--- src/rtl/bnn_result_tx_if.sv ---
// Result-readout bus for bnn_result_tx: score capture handshake from the BNN core
// and the byte-wide 4-phase valid/ack link to the off-chip host.
interface bnn_result_tx_if #(
  parameter int unsigned NUM_CLASSES = 4,
  parameter int unsigned SCORE_W     = 8
);
  logic                           res_valid;
  logic                           res_ready;
  logic [NUM_CLASSES*SCORE_W-1:0] res_scores;
  logic [7:0]                     tx_data;
  logic                           tx_valid;
  logic                           host_ack;
  logic                           busy;
  logic                           frame_done;

  // Core/host side: supplies results and the ack, observes the frame stream.
  modport master (
    output res_valid, res_scores, host_ack,
    input  res_ready, tx_data, tx_valid, busy, frame_done
  );

  // Transmitter side.
  modport slave (
    input  res_valid, res_scores, host_ack,
    output res_ready, tx_data, tx_valid, busy, frame_done
  );
endinterface

--- src/rtl/bnn_result_tx.sv ---
// BNN result transmitter: captures one set of class scores into a shadow register
// and streams it as a byte frame (0xA5 header, scores class 0 first) to the host
// using a 4-phase valid/ack handshake on an asynchronous ack pin.
// Optional trailing XOR checksum byte enabled by defining BNN_TX_CHECKSUM_EN.
module bnn_result_tx #(
  parameter int unsigned NUM_CLASSES = 4,
  parameter int unsigned SCORE_W     = 8
) (
  input logic            clk,
  input logic            rst_n,
  bnn_result_tx_if.slave bus
);

`ifdef BNN_TX_CHECKSUM_EN
  localparam int unsigned FrameLen = NUM_CLASSES + 2;
`else
  localparam int unsigned FrameLen = NUM_CLASSES + 1;
`endif
  localparam int unsigned LastIdx = FrameLen - 1;
  localparam int unsigned IdxW    = 5;
  localparam int unsigned ShW     = NUM_CLASSES * SCORE_W;

  typedef enum logic [1:0] {StIdle, StArm, StSend, StDone} state_e;

  state_e            r_state, w_state_d;
  logic              r_ack_meta, r_ack_s;
  logic [ShW-1:0]    r_shadow, w_shadow_d;
  logic [IdxW-1:0]   r_idx, w_idx_d;
  logic [7:0]        r_tx_data, w_tx_data_d;
  logic [7:0]        w_byte;
`ifdef BNN_TX_CHECKSUM_EN
  logic [7:0]        r_csum, w_csum_d;
`endif

  // Two-flop synchronizer for the asynchronous host ack.
  always_ff @(posedge clk or negedge rst_n) begin
    if (!rst_n) begin
      r_ack_meta <= 1'b0;
      r_ack_s    <= 1'b0;
    end else begin
      r_ack_meta <= bus.host_ack;
      r_ack_s    <= r_ack_meta;
    end
  end

  // Select frame byte for the current index (header, zero-extended score, checksum).
  always_comb begin
    w_byte = 8'h00;
    if (r_idx == '0) begin
      w_byte = 8'hA5;
    end
    for (int unsigned i = 0; i < NUM_CLASSES; i++) begin
      if (r_idx == IdxW'(i + 1)) begin
        w_byte = 8'h00;
        w_byte[SCORE_W-1:0] = r_shadow[i*SCORE_W +: SCORE_W];
      end
    end
`ifdef BNN_TX_CHECKSUM_EN
    if (r_idx == IdxW'(LastIdx)) begin
      w_byte = r_csum;
    end
`endif
  end

  // Next-state logic for the frame FSM and its datapath registers.
  always_comb begin
    w_state_d   = r_state;
    w_shadow_d  = r_shadow;
    w_idx_d     = r_idx;
    w_tx_data_d = r_tx_data;
`ifdef BNN_TX_CHECKSUM_EN
    w_csum_d    = r_csum;
`endif
    unique case (r_state)
      StIdle: begin
        if (bus.res_valid) begin
          w_shadow_d = bus.res_scores;
          w_idx_d    = '0;
`ifdef BNN_TX_CHECKSUM_EN
          w_csum_d   = 8'h00;
`endif
          w_state_d  = StArm;
        end
      end
      StArm: begin
        // Previous ack must be released before the next byte is presented.
        if (!r_ack_s) begin
          w_tx_data_d = w_byte;
`ifdef BNN_TX_CHECKSUM_EN
          if (r_idx != '0 && r_idx != IdxW'(LastIdx)) begin
            w_csum_d = r_csum ^ w_byte;
          end
`endif
          w_state_d = StSend;
        end
      end
      StSend: begin
        if (r_ack_s) begin
          if (r_idx == IdxW'(LastIdx)) begin
            w_state_d = StDone;
          end else begin
            w_idx_d   = r_idx + IdxW'(1);
            w_state_d = StArm;
          end
        end
      end
      StDone: begin
        w_state_d = StIdle;
      end
      default: begin
        w_state_d = StIdle;
      end
    endcase
  end

  // State and datapath registers.
  always_ff @(posedge clk or negedge rst_n) begin
    if (!rst_n) begin
      r_state   <= StIdle;
      r_shadow  <= '0;
      r_idx     <= '0;
      r_tx_data <= 8'h00;
`ifdef BNN_TX_CHECKSUM_EN
      r_csum    <= 8'h00;
`endif
    end else begin
      r_state   <= w_state_d;
      r_shadow  <= w_shadow_d;
      r_idx     <= w_idx_d;
      r_tx_data <= w_tx_data_d;
`ifdef BNN_TX_CHECKSUM_EN
      r_csum    <= w_csum_d;
`endif
    end
  end

  // Outputs decode directly from state so reset drops tx_valid asynchronously.
  assign bus.res_ready  = (r_state == StIdle);
  assign bus.busy       = (r_state != StIdle);
  assign bus.tx_valid   = (r_state == StSend);
  assign bus.frame_done = (r_state == StDone);
  assign bus.tx_data    = r_tx_data;

endmodule

--- src/flat_wrapper.sv ---
// flat-port wrapper written by rule: the top's interface ports become plain ports
module bnn_result_tx_flat 
#(
  parameter int unsigned NUM_CLASSES = 4,
  parameter int unsigned SCORE_W     = 8
)
  (clk, rst_n, bus_res_valid, bus_res_scores, bus_host_ack, bus_res_ready, bus_tx_data, bus_tx_valid, bus_busy, bus_frame_done);
  bnn_result_tx_if #(.NUM_CLASSES(NUM_CLASSES), .SCORE_W(SCORE_W)) bus_i ();
  input logic clk;
  input logic rst_n;
  input wire logic [$bits(bus_i.res_valid)-1:0] bus_res_valid;
  input wire logic [$bits(bus_i.res_scores)-1:0] bus_res_scores;
  input wire logic [$bits(bus_i.host_ack)-1:0] bus_host_ack;
  output wire logic [$bits(bus_i.res_ready)-1:0] bus_res_ready;
  output wire logic [$bits(bus_i.tx_data)-1:0] bus_tx_data;
  output wire logic [$bits(bus_i.tx_valid)-1:0] bus_tx_valid;
  output wire logic [$bits(bus_i.busy)-1:0] bus_busy;
  output wire logic [$bits(bus_i.frame_done)-1:0] bus_frame_done;
  assign bus_i.res_valid = bus_res_valid;
  assign bus_i.res_scores = bus_res_scores;
  assign bus_i.host_ack = bus_host_ack;
  assign bus_res_ready = bus_i.res_ready;
  assign bus_tx_data = bus_i.tx_data;
  assign bus_tx_valid = bus_i.tx_valid;
  assign bus_busy = bus_i.busy;
  assign bus_frame_done = bus_i.frame_done;
  bnn_result_tx #(.NUM_CLASSES(NUM_CLASSES), .SCORE_W(SCORE_W)) u_core (.clk(clk), .rst_n(rst_n), .bus(bus_i));
endmodule
--- config.mk ---
export PLATFORM = sky130hd
export DESIGN_NAME = bnn_result_tx_flat
export DESIGN_NICKNAME = d
export VERILOG_FILES = /design/src/rtl/bnn_result_tx_if.sv /design/src/rtl/bnn_result_tx.sv /design/src/flat_wrapper.sv
export SDC_FILE = /design/constraint.sdc
export NUM_CORES = 1
export LEC_CHECK = 0
export CAP_MARGIN = 20
export CORE_MARGIN = 5
export CORE_UTILIZATION = 25
export CTS_CLUSTER_SIZE = 24
export DETAILED_ROUTE_END_ITERATION = 16
export SYNTH_ARGS = -nofsm -noshare
export SYNTH_HDL_FRONTEND = slang
export SYNTH_SLANG_ARGS = --single-unit
export TNS_END_PERCENT = 20
--- constraint.sdc ---
create_clock -name clk -period 2.24 [get_ports clk]
set_clock_uncertainty 0.1 [all_clocks]
set_input_delay 0.448 -clock clk [delete_from_list [all_inputs] [get_ports clk]]
set_output_delay 0.448 -clock clk [all_outputs]
set_load 0.1 [all_outputs]
**Word level (Yosys, flattened, before mapping)**

Index checks and enable logic that the tools add are counted.

- Register bits after elaboration: 49
- Input bits: 36
- Output and inout bits: 12
- Logic and storage cells: 41

- Add/sub/neg operators: 1
- Equal/unequal tests: 11
- Mux-type cells: 14
- Bitwise gates (word level): 1
- Reductions and logical operators: 8

Operators with widths:

| cell | count |
|---|---|
| $mux 8 | 5 |
| $mux 5 | 3 |
| $eq 5x2->1 const B | 2 |
| $pmux 5 s2 | 1 |
| $mux 2 | 4 |
| $pmux 2 s4 | 1 |
| $ne 2x2->1 const B | 3 |
| $add 5x1->5 const B | 1 |
| $eq 5x1->1 const B | 1 |
| $eq 5x3->1 const B | 1 |
| $logic_not 5->1 | 1 |
| $eq 2x2->1 const B | 2 |
| $reduce_and 2->1 | 2 |
| $reduce_and 4->1 | 1 |
| $reduce_bool 2->1 | 2 |
| $reduce_and 3->1 | 1 |
| $eq 2x1->1 const B | 1 |
| $logic_not 2->1 | 1 |
| $ne 2x1->1 const B | 1 |
| $not 1->1 | 1 |

**Longest topological paths before layout**

Gate-level depths: netlist of the first run.

- Word-level depth: 6
- Gate-level depth with buffers: 8
- Mapped depth without buffers: 6

**Worst setup path after synthesis of the first run**

No wires, ideal clock.

- Kind: reg-to-output
- Start: reg u_core.r_state[1]
- End: out bus_busy
- Arrival: 2,703 ps
- Data required time: 1,692 ps
- Path slack: -1,011 ps
- Stages on the path, launching flop included: 4
- Cell sequence: dfrtp_1 > clkbuf_2 > nor2_1 > inv_1

- Word-level cells in the longest chain between the ends: 1

RTL lines:

| item | RTL line | text |
|---|---|---|
| from (decl) | bnn_result_tx.sv:25 | `state_e r_state, w_state_d;` |
| from (signal assigned) | bnn_result_tx.sv:119 | `r_state <= StIdle;` |
| from (signal assigned) | bnn_result_tx.sv:127 | `r_state <= w_state_d;` |
| $reduce_bool 2->1 | bnn_result_tx.sv:139 | `assign bus.busy = (r_state != StIdle);` |
| to (decl) | flat_wrapper.sv:17 | `output wire logic [$bits(bus_i.busy)-1:0] bus_busy;` |

Every way passes these cells.

**Worst setup path in the final report of the first run**

- Start: reg u_core.r_idx[0]
- End: reg u_core.r_tx_data[0], in the netlist u_core.bus.tx_data[0]

- Word-level cells in the longest chain between the ends: 6
- Elaborated cells on any way between the ends: 10
- Those cells by class: eq/ne: 4; mux: 5; reduce/logical: 1

RTL lines:

| item | RTL line | text |
|---|---|---|
| from (decl) | bnn_result_tx.sv:28 | `logic [IdxW-1:0] r_idx, w_idx_d;` |
| from (signal assigned) | bnn_result_tx.sv:129 | `r_idx <= w_idx_d;` |
| $logic_not 5->1 | bnn_result_tx.sv:49 | `if (r_idx == '0) begin` |
| $mux 8 | bnn_result_tx.sv:49 |  |
| $mux 8 (3 in a row) | bnn_result_tx.sv:53 | `if (r_idx == IdxW'(i + 1)) begin` |
| $mux 8 * | bnn_result_tx.sv:53 |  |
| to (signal assigned) | bnn_result_tx.sv:130 | `r_tx_data <= w_tx_data_d;` |
| to (decl) | bnn_result_tx.sv:29 | `logic [7:0] r_tx_data, w_tx_data_d;` |

Mark *: on every way between the ends. The rest lies on a longest branch, timed or not.
A chain may end at the register's enable or synchronous reset.

==> results.sh, run 1 <==
export IMPL_clock_latency_ns=0.30
export IMPL_slew_viol_final=0
export IMPL_dp_cells=348
export IMPL_ys_seq_area_share_pct=55.4
export IMPL_cts_max_path_buffers=2
export IMPL_worst_setup_path_type="reg -> reg"
export IMPL_powerDensity_nw_per_um2=1520
export IMPL_fmax_mhz=509
export IMPL_synth_top_family_by_area="multiplexers"
export IMPL_grt_pass1_wl_um=8840
export IMPL_cts_sinks=49
export IMPL_grt_pass1_vias=1738
export IMPL_p_total_w=0.00458
export IMPL_cts_setup_buffers=0
export IMPL_leakage_nw=1.24
export IMPL_num_antenna_cells=0
export IMPL_final_util_pct=34.7
export IMPL_vdd_ir_drop_max_v=0.000423
export IMPL_cts_tree="built"
export IMPL_synth_simple_area_share_pct=10.4
export IMPL_ant_nets=0
export IMPL_synth_xor_area_share_pct=0
export IMPL_arrival_ns=2.04
export IMPL_portBuffers=47
export IMPL_wl_um=5040
export IMPL_route_detailed_drc=0
export IMPL_start_kind="flop"
export IMPL_die_width_um=104
export IMPL_chipHeight_um=104
export IMPL_root_buffer="clkbuf_8"
export IMPL_finalNonFillerCells=356
export IMPL_start_util_pct=25.5
export IMPL_ys_warn_count=0
export IMPL_cts_resized=0
export IMPL_netlist_instances=196
export IMPL_grt_max_degree=50
export IMPL_synth_cell_type_count=28
export IMPL_viasPerCell=4.62
export IMPL_layout_commonest_cell="dfrtp_1"
export IMPL_drt_iter0_markers=52
export IMPL_finalCritPeriodShare_pct=87.8
export IMPL_cp_max_fo=6
export IMPL_syn_avg_cell_area_sq_um=11.3
export IMPL_ys_seq_elements=49
export IMPL_syn2layout_area_growth_pct=36.1
export IMPL_wl_per_cell_um=14.2
export IMPL_cap_violations=0
export IMPL_synth_edff_count=0
export IMPL_dpl_worst_slack_ns=0.127
export IMPL_cts_hold_buf=0
export IMPL_end_kind="flop"
export IMPL_finalHoldViolations=0
export IMPL_synth_mux_area_fraction_pct=14.7
export IMPL_cp_required_ns=2.32
export IMPL_antenna_found_initial=0
export IMPL_synthAdderAreaFrac_pct=2.26
export IMPL_ios=48
export IMPL_vias=1645
export IMPL_synth_ff_type="dfrtp_1"
export IMPL_drive_above_1_share_pct=24.2
export IMPL_syn_area_sq_um=2210
export IMPL_rows=34
export IMPL_overflow=0
export IMPL_die_area_sq_um=10800
export IMPL_slew_headroom_pct=60.3
export IMPL_syn_nets=236
export IMPL_critPathMaxStageDelay_ns=0.46
export IMPL_run_status="finished, final reports clean"
export IMPL_rsz0062_at_grt="no"
export IMPL_holdCritPathClass="in -> async"
export IMPL_tns_ns=0
export IMPL_finalSetupViolCount=0
export IMPL_gp_congestion=0.720
export IMPL_grt_use_total_pct=9.91
export IMPL_final_cell_mix="dfrtp_1, clkdlybuf4s50_1, mux2_2, nand2_1, a21oi_1"
export IMPL_cts_buffers=5
export IMPL_first_pass_iters=4
export IMPL_min_period_ns=1.97
export IMPL_synthArstFlopShare_pct=100
export IMPL_coreArea_sq_um=8680
export IMPL_synth_compound_area_share_pct=14.0
export IMPL_cp_cell_sequence="inv_1 -> ha_1 -> nor2b_1 -> a211o_1 -> a221oi_1 -> o31ai_1"
export IMPL_hpwlAfterDp_um=3770
export IMPL_fin_nets=287
export IMPL_worst_slew_pin_slew_ns=0.591
export IMPL_worst_slack_ns=0.274
export IMPL_path_clk_slew_ns=0.09
export IMPL_cts_htree_levels=2
export IMPL_crit_slowest_cell="dfrtp_1"
[layer usage]
metal | wire length (um) | vias up | global-route usage (%)
li1 | - | 800 | -
met1 | 2400 | 808 | 13.6
met2 | 2400 | 31 | 15.4
met3 | 198 | 6 | 2.86
met4 | 48 | 0 | 2.50
met5 | 0 | - | 0
[final timing paths]
path | from | end | slack (ns) | cells past startpoint
setup / recovery | u_core.r_idx[0] | u_core.bus.tx_data[0] | 0.27 | 6
max in group asynchronous | rst_n | u_core.r_state[0] | 1.79 | 2
min in group clk | u_core.r_ack_meta | u_core.r_ack_s | 0.26 | 0
setup reg to reg | u_core.r_idx[0] | u_core.bus.tx_data[0] | 0.27 | 6
hold / removal | rst_n | u_core.r_shadow[23] | 0.009 | 2
hold reg to reg | u_core.r_ack_meta | u_core.r_ack_s | 0.26 | 0
[cell usage after synthesis (all sizes together), types with 2 or more instances]
library cell,count,area share (%)
a21oi,15,3.4
a221oi,4,1.6
or3,3,0.85
o21ai,14,3.2
nor3b,2,0.68
nand2b,3,0.85
ha,4,2.3
inv,8,1.4
nor2b,3,0.85
nor2,8,1.4
a32oi,3,1.2
a211o,4,1.6
dfrtp,49,55
clkbuf,11,1.9
mux2,28,14
nand3,2,0.45
o31ai,6,2.0
nor3,2,0.45
nand2,19,3.2
[stage by stage]
step | area [sq um] | hold WS (ns)
global placement | 2900 | 0.233
floorplan | 2230 | 0.0524
detailed placement | 2900 | 0.238
CTS | 3010 | 0.0247
global route | 3010 | 0.0387
finish | 3010 | 0.00931
[worst max-delay path: cells and delay by family, from the launching register on]
family          cells  cell delay (ns)
compound gates      3             0.73
flops               1             0.46
fa+ha+maj           1             0.26
simple gates        1             0.20
buf+inv             1             0.09
[area by class of cell]
type,instances,area (sq um)
Fill cell,897,5660
Sequential cell,49,1230
Multi-Input combinational cell,128,936
Timing Repair Buffer,55,571
Tap cell,108,135
Clock buffer,7,86.3
Clock inverter,1,30.0
Inverter,8,30.0
[sequential cells by signal, indices dropped and copies added (netlist names)]
signal and flops:
u_core.r_idx 5, u_core.r_ack_s 1, u_core.r_state 2, u_core.r_shadow 32
u_core.r_ack_meta 1, u_core.bus.tx_data 8
[report_power, final]
group          leakage [nW]  switching (W)  internal (W)
Sequential            0.592       0.000231       0.00129
Clock                0.0585       0.000289      0.000364
Combinational         0.589        0.00148      0.000929
Total                  1.24        0.00200       0.00258
[cell families after synthesis]
family | count (synthesis)
AOI/OAI and AO/OA | 49
adders and majority gates | 4
buffers and inverters | 19
muxes | 29
and+or+nand+nor | 46
DFF | 49
(Power assumes the default switching activity.)
==> run 2: changes to the inputs <==
- HOLD_SLACK_MARGIN: default -> 0.12
==> run 2 against run 1 <==
Effect of this change:
- first-iteration DRC count grew 3.8%
- largest cell class unchanged
- final area grew 0.33%
- clock-buffer cell count is the same
- routed wire length grew 0.30%
- largest power group unchanged
- non-clock buffer count grew 1
==> results.sh, run 2 (same netlist as run 1, synthesis figures left out) <==
export IMPL_cap_violations=0
export IMPL_largest_register_ffs=32
export IMPL_timing_rr_end="u_core.bus.tx_data[0]"
export IMPL_grt_pass1_vias=1743
export IMPL_arrival_ns=2.03
export IMPL_overflow=0
export IMPL_reg2reg_slack_ns=0.28
export IMPL_crit_start="u_core.r_idx[0]"
export IMPL_min_from="u_core.r_ack_meta"
export IMPL_reg2reg_depth=6
export IMPL_coreArea_sq_um=8680
export IMPL_run_status="finished, final reports clean"
export IMPL_wl_um=5060
export IMPL_portBuffers=47
export IMPL_die_area_sq_um=10800
export IMPL_route_detailed_drc=0
export IMPL_finalCritPeriodShare_pct=87.5
export IMPL_wl_per_cell_um=14.2
export IMPL_root_buffer="clkbuf_8"
export IMPL_fin_nets=288
export IMPL_slew_viol_final=0
export IMPL_gp_congestion=0.720
export IMPL_finalHoldViolations=0
export IMPL_viasPerCell=4.63
export IMPL_cts_buffers=5
export IMPL_vias=1652
export IMPL_cts_tree="built"
export IMPL_cts_setup_buffers=0
export IMPL_rr_startpoint="u_core.r_idx[0]"
export IMPL_slew_headroom_pct=61.2
export IMPL_worst_slack_ns=0.281
export IMPL_ant_nets=0
export IMPL_ios=48
export IMPL_num_antenna_cells=0
export IMPL_start_kind="flop"
export IMPL_cts_sinks=49
export IMPL_worst_slew_pin_slew_ns=0.577
export IMPL_chipHeight_um=104
export IMPL_cts_htree_levels=2
export IMPL_vdd_ir_drop_max_v=0.000424
export IMPL_drt_iter0_markers=54
export IMPL_fmax_mhz=510
export IMPL_rows=34
export IMPL_final_cell_mix="dfrtp_1, clkdlybuf4s50_1, mux2_2, nand2_1, a21oi_1"
export IMPL_min_period_ns=1.96
export IMPL_tns_ns=0
export IMPL_die_width_um=104
export IMPL_cp_max_fo=6
export IMPL_layout_commonest_cell="dfrtp_1"
export IMPL_powerDensity_nw_per_um2=1520
export IMPL_grt_pass1_wl_um=8880
export IMPL_min_delay_path_depth=0
export IMPL_hpwlAfterDp_um=3770
export IMPL_holdPathEnd="u_core.r_ack_s"
export IMPL_antenna_found_initial=0
export IMPL_first_pass_iters=4
export IMPL_regMostFlops="u_core.r_shadow"
export IMPL_start_util_pct=25.5
export IMPL_cts_max_path_buffers=2
export IMPL_worst_setup_path_type="reg -> reg"
export IMPL_grt_use_total_pct=9.95
export IMPL_drive_above_1_share_pct=24.1
export IMPL_rsz0062_at_grt="no"
export IMPL_grt_max_degree=50
export IMPL_syn2layout_area_growth_pct=36.6
export IMPL_path_clk_slew_ns=0.09
export IMPL_dpl_worst_slack_ns=0.127
export IMPL_cp_required_ns=2.32
export IMPL_holdCritPathClass="reg -> reg"
export IMPL_clock_latency_ns=0.30
export IMPL_leakage_nw=1.24
export IMPL_finalSetupViolCount=0
export IMPL_end_kind="flop"
[run 2: cell count changes in the layout (fill, tap and decap cells not counted), sizes merged]
cell	before	now
dlygate4sd3	0	1
[run 2: routing by layer]
layer,part of all wire [%],wire length [um],vias to the layer above,GRT usage [%]
li1,-,-,799,-
met1,47,2390,816,13.6
met2,48,2420,31,15.5
met3,3.8,191,6,2.79
met4,0.95,48,0,2.50
met5,0,0,-,0
[run 2: final cells by class]
cell class,instances,area (sq um)
Fill cell,894,5650
Inverter,8,30.0
Clock inverter,1,30.0
Tap cell,108,135
Clock buffer,7,86.3
Multi-Input combinational cell,128,936
Timing Repair Buffer,56,581
Sequential cell,49,1230
[run 2: timing repair]
item	in CTS	in global routing
endpoints found under the hold margin	49	0
resized for setup	0	0
hold buffers	1	0
[run 2: power breakdown]
group | internal (W) | leakage, nW | switching, W
Clock | 0.000364 | 0.0585 | 0.000287
Combinational | 0.000930 | 0.594 | 0.00148
Sequential | 0.00129 | 0.592 | 0.000231
Total | 0.00259 | 1.24 | 0.00200
[run 2: worst max-delay path by stage]
stage | to | slack (ns) | cells past startpoint
after global placement | u_core.r_idx[4] | 0.17 | 5
after floorplan | bus_busy | 0.10 | 3
after detailed placement | u_core.r_idx[3] | 0.13 | 5
after CTS | u_core.bus.tx_data[0] | 0.29 | 6
final | u_core.bus.tx_data[0] | 0.28 | 6
after global routing | u_core.r_idx[4] | 0.08 | 6
[run 2: worst max-delay path: stages (launching register included)]
cell	delay, ns
dfrtp_1	0.45
inv_1	0.09
ha_1	0.25
nor2b_1	0.19
a211o_1	0.27
a221oi_1	0.34
o31ai_1	0.12
[run 2: through the flow]
| stage | total power (W) | area (sq um) | cells | utilization, % | hold slack, ns |
|---|---|---|---|---|---|
| floorplan | 0.00325 | 2230 | 196 | - | 0.0524 |
| global placement | 0.00393 | 2900 | 348 | 33.4 | 0.233 |
| detailed placement | 0.00398 | 2900 | 348 | 33.4 | 0.238 |
| CTS | 0.00464 | 3020 | 357 | 34.8 | 0.258 |
| global route | 0.00489 | 3020 | 357 | 34.8 | 0.280 |
| finish | 0.00458 | 3020 | 357 | 34.8 | 0.256 |
